===== config.mk =====
export PLATFORM = sky130hd
export DESIGN_NAME = dff_mem_arbiter_flat
export DESIGN_NICKNAME = d
export VERILOG_FILES = /design/src/rtl/dff_mem_arbiter_pkg.sv /design/src/rtl/dff_mem_arbiter_if.sv /design/src/rtl/dff_mem_arbiter_rr_arb2.sv /design/src/rtl/dff_mem_arbiter.sv /design/src/flat_wrapper.sv
export SDC_FILE = /design/constraint.sdc
export NUM_CORES = 1
export LEC_CHECK = 0
export BUFFER_PORTS_ARGS = -buffer_cell sky130_fd_sc_hd__buf_2
export CAP_MARGIN = 20
export CORE_MARGIN = 4
export CORE_UTILIZATION = 40
export CTS_BUF_LIST = sky130_fd_sc_hd__clkbuf_4
export DETAILED_ROUTE_END_ITERATION = 12
export PLACE_DENSITY = 0.73
export SYNTH_ARGS = -nofsm -noshare
export SYNTH_HDL_FRONTEND = slang
export SYNTH_SLANG_ARGS = --single-unit
export TNS_END_PERCENT = 5

===== constraint.sdc =====
create_clock -name wb_clk_i -period 2.5 [get_ports wb_clk_i]
set_input_delay 0.25 -clock wb_clk_i [delete_from_list [all_inputs] [get_ports wb_clk_i]]
set_output_delay 0.25 -clock wb_clk_i [all_outputs]
set_load 0.05 [all_outputs]

===== src/rtl/dff_mem_arbiter_pkg.sv =====
// dff_mem_pkg: shared parameters, FSM state encoding and requester indices
// for the DFF PUF memory-port arbiter.
//   AW / DW / NB : default address width, data width and byte-lane count
//   state_t      : sequencer states (IDLE, ISSUE, WAIT, ACK)
//   REQ_HOST     : requester 0, the Wishbone host path
//   REQ_PUF      : requester 1, the PUF capture/readout engine
package dff_mem_pkg;

  localparam int AW = 8;
  localparam int DW = 32;
  localparam int NB = DW / 8;

  typedef enum logic [1:0] {
    IDLE  = 2'd0,
    ISSUE = 2'd1,
    WAIT  = 2'd2,
    ACK   = 2'd3
  } state_t;

  localparam logic REQ_HOST = 1'b0;
  localparam logic REQ_PUF  = 1'b1;

  // Byte-lane write enables for a command. Reads never assert a lane.
  function automatic logic [NB-1:0] lane_we(input logic is_write, input logic [NB-1:0] sel);
    logic [NB-1:0] lanes;
    if (is_write) begin
      lanes = sel;
    end else begin
      lanes = {NB{1'b0}};
    end
    return lanes;
  endfunction

endpackage


===== src/rtl/dff_mem_arbiter_if.sv =====
// dff_mem_arbiter_if: bundles both requester handshakes, the host_only/busy
// controls and the DFF memory port (WE/EN/Di/Do/A).
//   master : requester/memory side (drives req/cmd, host_only and Do)
//   slave  : arbiter side (drives ack/rdat, busy and the memory strobes)
interface dff_mem_arbiter_if;
  import dff_mem_pkg::*;

  logic          r0_req;
  logic          r0_we;
  logic [NB-1:0] r0_sel;
  logic [AW-1:0] r0_adr;
  logic [DW-1:0] r0_wdat;
  logic          r0_ack;
  logic [DW-1:0] r0_rdat;

  logic          r1_req;
  logic          r1_we;
  logic [NB-1:0] r1_sel;
  logic [AW-1:0] r1_adr;
  logic [DW-1:0] r1_wdat;
  logic          r1_ack;
  logic [DW-1:0] r1_rdat;

  logic          host_only;
  logic          busy;

  logic [NB-1:0] WE;
  logic          EN;
  logic [DW-1:0] Di;
  logic [DW-1:0] Do;
  logic [AW-1:0] A;

  modport master (
    output r0_req, r0_we, r0_sel, r0_adr, r0_wdat,
    output r1_req, r1_we, r1_sel, r1_adr, r1_wdat,
    output host_only, Do,
    input  r0_ack, r0_rdat, r1_ack, r1_rdat, busy,
    input  WE, EN, Di, A
  );

  modport slave (
    input  r0_req, r0_we, r0_sel, r0_adr, r0_wdat,
    input  r1_req, r1_we, r1_sel, r1_adr, r1_wdat,
    input  host_only, Do,
    output r0_ack, r0_rdat, r1_ack, r1_rdat, busy,
    output WE, EN, Di, A
  );

endinterface


===== src/rtl/dff_mem_arbiter_rr_arb2.sv =====
// rr_arb2: combinational 2-way round-robin pick. The caller owns the
// last-grant register.
//   req[1:0]   : eligible requests (bit index = requester index)
//   last_grant : requester granted most recently
//   grant      : index of the winner (meaningful only with any_grant)
//   any_grant  : at least one request is eligible
module rr_arb2
  import dff_mem_pkg::*;
(
  input  logic [1:0] req,
  input  logic       last_grant,
  output logic       grant,
  output logic       any_grant
);

  assign any_grant = |req;

  // Lone request wins outright; a tie goes to whoever was not served last.
  always_comb begin
    grant = REQ_HOST;
    case (req)
      2'b01:   grant = REQ_HOST;
      2'b10:   grant = REQ_PUF;
      2'b11:   grant = ~last_grant;
      default: grant = REQ_HOST;
    endcase
  end

endmodule


===== src/rtl/dff_mem_arbiter.sv =====
// dff_mem_arbiter: shares the single DFF PUF memory port between the host
// path (requester 0) and the PUF engine (requester 1). Writes ack two cycles
// after the request edge, reads ack with data three cycles after it.
//   wb_clk_i  : clock, all logic on the rising edge
//   wb_rst_ni : synchronous active-low reset
//   bus       : requester handshakes, host_only/busy and the memory port
module dff_mem_arbiter
  import dff_mem_pkg::*;
(
  input  logic              wb_clk_i,
  input  logic              wb_rst_ni,
  dff_mem_arbiter_if.slave  bus
);

  state_t        state;
  logic          last_grant;
  logic          cmd_idx;
  logic          cmd_we;
  logic          mem_en;
  logic [NB-1:0] mem_we;
  logic [AW-1:0] mem_a;
  logic [DW-1:0] mem_di;
  logic          ack0;
  logic          ack1;
  logic [DW-1:0] rdat0;
  logic [DW-1:0] rdat1;
  logic          busy_flag;

  logic [1:0]    eligible;
  logic          grant;
  logic          any_grant;
  logic          win_we;
  logic [NB-1:0] win_sel;
  logic [AW-1:0] win_adr;
  logic [DW-1:0] win_wdat;

  assign eligible = {bus.r1_req & ~bus.host_only, bus.r0_req};

  rr_arb2 u_arb (
    .req        (eligible),
    .last_grant (last_grant),
    .grant      (grant),
    .any_grant  (any_grant)
  );

  // Route the winning requester's command to the latch point.
  always_comb begin
    win_we   = bus.r0_we;
    win_sel  = bus.r0_sel;
    win_adr  = bus.r0_adr;
    win_wdat = bus.r0_wdat;
    if (grant == REQ_PUF) begin
      win_we   = bus.r1_we;
      win_sel  = bus.r1_sel;
      win_adr  = bus.r1_adr;
      win_wdat = bus.r1_wdat;
    end else begin
      win_we   = bus.r0_we;
      win_sel  = bus.r0_sel;
      win_adr  = bus.r0_adr;
      win_wdat = bus.r0_wdat;
    end
  end

  // Sequencer FSM with all memory strobes, acks and read data registered.
  // A and Di are loaded at grant and double as the latched address/data,
  // so they hold through WAIT/ACK regardless of what the requester does.
  always_ff @(posedge wb_clk_i) begin
    if (!wb_rst_ni) begin
      state      <= IDLE;
      last_grant <= REQ_PUF;
      cmd_idx    <= REQ_HOST;
      cmd_we     <= 1'b0;
      mem_en     <= 1'b0;
      mem_we     <= {NB{1'b0}};
      mem_a      <= {AW{1'b0}};
      mem_di     <= {DW{1'b0}};
      ack0       <= 1'b0;
      ack1       <= 1'b0;
      rdat0      <= {DW{1'b0}};
      rdat1      <= {DW{1'b0}};
      busy_flag  <= 1'b0;
    end else begin
      case (state)
        IDLE: begin
          ack0 <= 1'b0;
          ack1 <= 1'b0;
          if (any_grant) begin
            state     <= ISSUE;
            busy_flag <= 1'b1;
            cmd_idx   <= grant;
            cmd_we    <= win_we;
            mem_en    <= 1'b1;
            mem_we    <= lane_we(win_we, win_sel);
            mem_a     <= win_adr;
            mem_di    <= win_wdat;
          end else begin
            busy_flag <= 1'b0;
            mem_en    <= 1'b0;
            mem_we    <= {NB{1'b0}};
          end
        end
        ISSUE: begin
          mem_en <= 1'b0;
          mem_we <= {NB{1'b0}};
          if (cmd_we) begin
            // Writes skip WAIT: the ack goes out in the cycle after ISSUE.
            state <= ACK;
            ack0  <= (cmd_idx == REQ_HOST);
            ack1  <= (cmd_idx == REQ_PUF);
          end else begin
            state <= WAIT;
          end
        end
        WAIT: begin
          // Do is valid now, one cycle after EN.
          if (cmd_idx == REQ_PUF) begin
            rdat1 <= bus.Do;
          end else begin
            rdat0 <= bus.Do;
          end
          state <= ACK;
          ack0  <= (cmd_idx == REQ_HOST);
          ack1  <= (cmd_idx == REQ_PUF);
        end
        ACK: begin
          ack0       <= 1'b0;
          ack1       <= 1'b0;
          last_grant <= cmd_idx;
          busy_flag  <= 1'b0;
          state      <= IDLE;
        end
        default: begin
          state     <= IDLE;
          mem_en    <= 1'b0;
          mem_we    <= {NB{1'b0}};
          ack0      <= 1'b0;
          ack1      <= 1'b0;
          busy_flag <= 1'b0;
        end
      endcase
    end
  end

  assign bus.EN      = mem_en;
  assign bus.WE      = mem_we;
  assign bus.A       = mem_a;
  assign bus.Di      = mem_di;
  assign bus.r0_ack  = ack0;
  assign bus.r1_ack  = ack1;
  assign bus.r0_rdat = rdat0;
  assign bus.r1_rdat = rdat1;
  assign bus.busy    = busy_flag;

endmodule


===== src/flat_wrapper.sv =====
// flat-port wrapper written by rule: the top's interface ports become plain ports
module dff_mem_arbiter_flat import dff_mem_pkg::*;
  (wb_clk_i, wb_rst_ni, bus_r0_req, bus_r0_we, bus_r0_sel, bus_r0_adr, bus_r0_wdat, bus_r1_req, bus_r1_we, bus_r1_sel, bus_r1_adr, bus_r1_wdat, bus_host_only, bus_Do, bus_r0_ack, bus_r0_rdat, bus_r1_ack, bus_r1_rdat, bus_busy, bus_WE, bus_EN, bus_Di, bus_A);
  dff_mem_arbiter_if bus_i ();
  input  logic wb_clk_i;
  input  logic wb_rst_ni;
  input wire logic [$bits(bus_i.r0_req)-1:0] bus_r0_req;
  input wire logic [$bits(bus_i.r0_we)-1:0] bus_r0_we;
  input wire logic [$bits(bus_i.r0_sel)-1:0] bus_r0_sel;
  input wire logic [$bits(bus_i.r0_adr)-1:0] bus_r0_adr;
  input wire logic [$bits(bus_i.r0_wdat)-1:0] bus_r0_wdat;
  input wire logic [$bits(bus_i.r1_req)-1:0] bus_r1_req;
  input wire logic [$bits(bus_i.r1_we)-1:0] bus_r1_we;
  input wire logic [$bits(bus_i.r1_sel)-1:0] bus_r1_sel;
  input wire logic [$bits(bus_i.r1_adr)-1:0] bus_r1_adr;
  input wire logic [$bits(bus_i.r1_wdat)-1:0] bus_r1_wdat;
  input wire logic [$bits(bus_i.host_only)-1:0] bus_host_only;
  input wire logic [$bits(bus_i.Do)-1:0] bus_Do;
  output wire logic [$bits(bus_i.r0_ack)-1:0] bus_r0_ack;
  output wire logic [$bits(bus_i.r0_rdat)-1:0] bus_r0_rdat;
  output wire logic [$bits(bus_i.r1_ack)-1:0] bus_r1_ack;
  output wire logic [$bits(bus_i.r1_rdat)-1:0] bus_r1_rdat;
  output wire logic [$bits(bus_i.busy)-1:0] bus_busy;
  output wire logic [$bits(bus_i.WE)-1:0] bus_WE;
  output wire logic [$bits(bus_i.EN)-1:0] bus_EN;
  output wire logic [$bits(bus_i.Di)-1:0] bus_Di;
  output wire logic [$bits(bus_i.A)-1:0] bus_A;
  assign bus_i.r0_req = bus_r0_req;
  assign bus_i.r0_we = bus_r0_we;
  assign bus_i.r0_sel = bus_r0_sel;
  assign bus_i.r0_adr = bus_r0_adr;
  assign bus_i.r0_wdat = bus_r0_wdat;
  assign bus_i.r1_req = bus_r1_req;
  assign bus_i.r1_we = bus_r1_we;
  assign bus_i.r1_sel = bus_r1_sel;
  assign bus_i.r1_adr = bus_r1_adr;
  assign bus_i.r1_wdat = bus_r1_wdat;
  assign bus_i.host_only = bus_host_only;
  assign bus_i.Do = bus_Do;
  assign bus_r0_ack = bus_i.r0_ack;
  assign bus_r0_rdat = bus_i.r0_rdat;
  assign bus_r1_ack = bus_i.r1_ack;
  assign bus_r1_rdat = bus_i.r1_rdat;
  assign bus_busy = bus_i.busy;
  assign bus_WE = bus_i.WE;
  assign bus_EN = bus_i.EN;
  assign bus_Di = bus_i.Di;
  assign bus_A = bus_i.A;
  dff_mem_arbiter u_core (.wb_clk_i(wb_clk_i), .wb_rst_ni(wb_rst_ni), .bus(bus_i));
endmodule

==> summary.md <==
| Metric | Value |
|---|---|
| Status | finished clean |
| GRT Total Usage | 0.224 |
| Top Ports | 239 |
| Post-synth ARST share | 0 |
| Top-count cell post-synth | nand2_1 |
| Fin crit share | 0.918 |
| Die width | 117 um |
| Min Clock Period, post-route | ~2300 ps |
| DP HPWL | 9.35 mm |
| Non-filler instance count after layout | 1069 |
| Setup-failing EPs final | 0 |
| Sw Pwr | 2.51 mW |
| Leak | 3.48 nW |
| Sequential fraction of design power | 0.368 |
| Internal | 3.74 mW |
| CP endpoint kind | flop |
| Flop and latch count out of synthesis | roughly 120 |
| CTS Sinks | about 120 |
| Vias per cell | 4.90 |
| Initial Util | 0.412 |
| Synth top area share | 0.494 |
| Post-synth top flop | dfxtp_1 |
| Syn Inst Count | 577 |
| Worst hold stages | 3 |
| Library cells used by synthesis | 28 |
| Critical path type | flop to flop |
| DRC viols | 0 |
| Peak VDD IR | 571 uV |
| Vias in the first global route | roughly 5100 |
| Switch share | 0.401 |
| Hold Crit Start | bus_r0_we |
| Reg2reg path depth | 7 |
| Pwr Density | 848 mW/mm2 |
| Syn_nets | a little over 700 |
| Antenna viol nets, final | 0 |
| Die area | roughly 0.014 mm2 |
| Syn_area_per_cell | 8.22 um2 |
| CP required | 2940 ps |
| Port Buffers | 238 |
| Worst R2R Start | u_core.state[1] |
| HP Class | input pin to flop |
| # rows | 39 |
| Core area | 0.0115 mm2 |
| Crit path max fanout | 70 |
| Clock share of power | 0.239 |
| Via count | 5236 |
| Die Height | 117 um |
| Fin nets | 1043 |
| TritonCTS Buffers | 17 |
| Slew Limit Fails | 0 |
| Clock skew | 10.7 ps |
| Cell Area, Synth | 0.00474 mm2 |
| CTS tree | yes |
| First-pass GRT wire length | 24.2 mm |
| Sequential share of the synthesized area | 0.494 |
| Slew at the pin closest to its max-slew limit | 495 ps |
| RePlAce Congestion | 0.777 |
| Slew headroom | 0.669 |
| Cell taking the most area after synthesis | dfxtp_1 |
| Largest net degree at the start of global routing | 71 |
| Initial DRC count | ~360 |
| Fin. Hold Viols | 0 |
| CTS H-tree lvls | 4 |
| GRT overflow | 0 |
| Worst Hold Endpoint | u_core.cmd_we |
| Post-synth EDFFs | 0 |
| Placed Instances | around 900 |
| Logic gate share of total power | 0.392 |
| Initial antenna violation count | 0 |
| Worst R2R Setup Slack | 210 ps |
| Synth warn | 0 |
| Post-synth top cells | nand2_1 (222), dfxtp_1 (117), a21boi_0 (43) |
| # Max-Cap Violations | 0 |
| Wire per inst | 14.7 um |
| Worst hold margin | 61.9 ps |
| Setup Total Neg Slack | 0 ps |
| F_max | 436 MHz |
| Layout cells sized above 1 | 0.302 |
| RSZ-0062 raised after global routing | no |
| Root Driver | clkbuf_4 |
| Layout area overhead | 55.3% |
| Largest cells by area after synthesis | dfxtp_1 (49%), nand2_1 (18%), a21boi_0 (6.8%) |
| Clock-pin slew on the worst setup and hold paths | 110 ps |
| Clock tree buffer depth | 2 |
| Design Power | 6.25 mW |
| CP Data Arrival Time | roughly 2700 ps |
| Final wirelength | 15.7 mm |
| Reg2reg end | u_core.bus.Di[9] |
| Pre-antenna DRT Iters | 5 |
| Clock latency at the later pin of the worst-skew pair | 490 ps |
| Startpoint Class | flop |
## flip-flops by register name, indices dropped and copies added (netlist names)
name                cells
u_core.bus.r0_ack       1
u_core.cmd_idx          1
u_core.cmd_we           1
u_core.bus.busy         1
u_core.bus.EN           1
u_core.bus.r1_ack       1
u_core.bus.r1_rdat     32
u_core.bus.WE           4
u_core.bus.A            8
u_core.bus.r0_rdat     32
u_core.state            2
u_core.bus.Di          32
u_core.last_grant       1
## worst max-delay path: stages (launching register included)
cell           delay [ps]
dfxtp_1               360
inv_1                  90
ha_1                  270
o21a_4                260
buf_12                260
o21ai_0               160
a31oi_1               230
dlygate4sd3_1         570
## through the flow
stage | area [um2] | utilization | worst slack, ps
finish | 7370 | 0.640 | 206
global route | 7360 | 0.639 | 37.0
CTS | 7360 | 0.639 | 271
detailed placement | 5920 | 0.514 | 798
global placement | 5920 | 0.514 | 888
floorplan | 4740 | - | 1140
## layout make-up
type	count	area [um2]
Multi-Input combinational cell	413	2120
Fill cell	917	4150
Sequential cell	117	2340
Clock inverter	13	163
Antenna cell	1	2.50
Timing Repair Buffer	360	2400
Tap cell	143	179
Inverter	3	11.3
Clock buffer	19	143
## logic make-up (layout without fill, tap and decap cells)
logic type | count (synthesis) | in the layout | share of synthesized area
flops | 117 | 117 | 0.494
simple gates | 241 | 241 | 0.200
mux | 7 | 7 | 0.0148
fa+ha+maj | 4 | 4 | 0.0106
compound gates | 161 | 161 | 0.221
other cells | 0 | 1 | 0
buf+inv | 47 | 395 | 0.0602
## placed cells by master (no fill, tap or decap), types with 7 or more instances in the layout
cell,count
a21boi_0,43
clkbuf_4,19
dfxtp_1,117
dlygate4sd3_1,113
buf_2,238
a31oi_1,41
a21boi_1,23
nand2_1,222
buf_4,8
o21ai_0,40
mux2i_1,7
## worst max path at each step
stage | start | end | depth (start not counted) | slack (ps)
5_1_grt | u_core.state[1] | u_core.bus.Di[9] | 7 | 40
4_1_cts | u_core.state[0] | u_core.bus.Di[1] | 7 | 270
2_1_floorplan | u_core.state[0] | u_core.bus.Di[19] | 7 | 1140
3_3_place_gp | bus_host_only | u_core.bus.WE[1] | 6 | 890
3_5_place_dp | u_core.state[0] | u_core.bus.Di[1] | 6 | 800
6_report | u_core.state[1] | u_core.bus.Di[9] | 7 | 210
## power groups by stage
stage,registers [mW],clock network [mW],logic (mW)
finish,2.30,1.49,2.45
global route,2.33,1.62,2.62
CTS,2.29,1.54,2.41
detailed placement,2.33,0,2.11
global placement,2.33,0,2.09
floorplan,3.23,0,0.710
## per-layer routing
layer,part of all wire,track usage,vias up
met3,0.084,0.0689,34
li1,-,-,2596
met2,0.48,0.381,229
met5,0,0,-
met4,0.021,0.0849,0
met1,0.41,0.266,2377
## what timing repair did
action | in CTS | in global routing
endpoints found under the setup margin | 0 | 2
buffers inserted | 0 | 0
hold endpoints to repair | 105 | 0
resized for setup | 0 | 1
hold buffers | 113 | 0
Power figures use the tool's default switching activity.
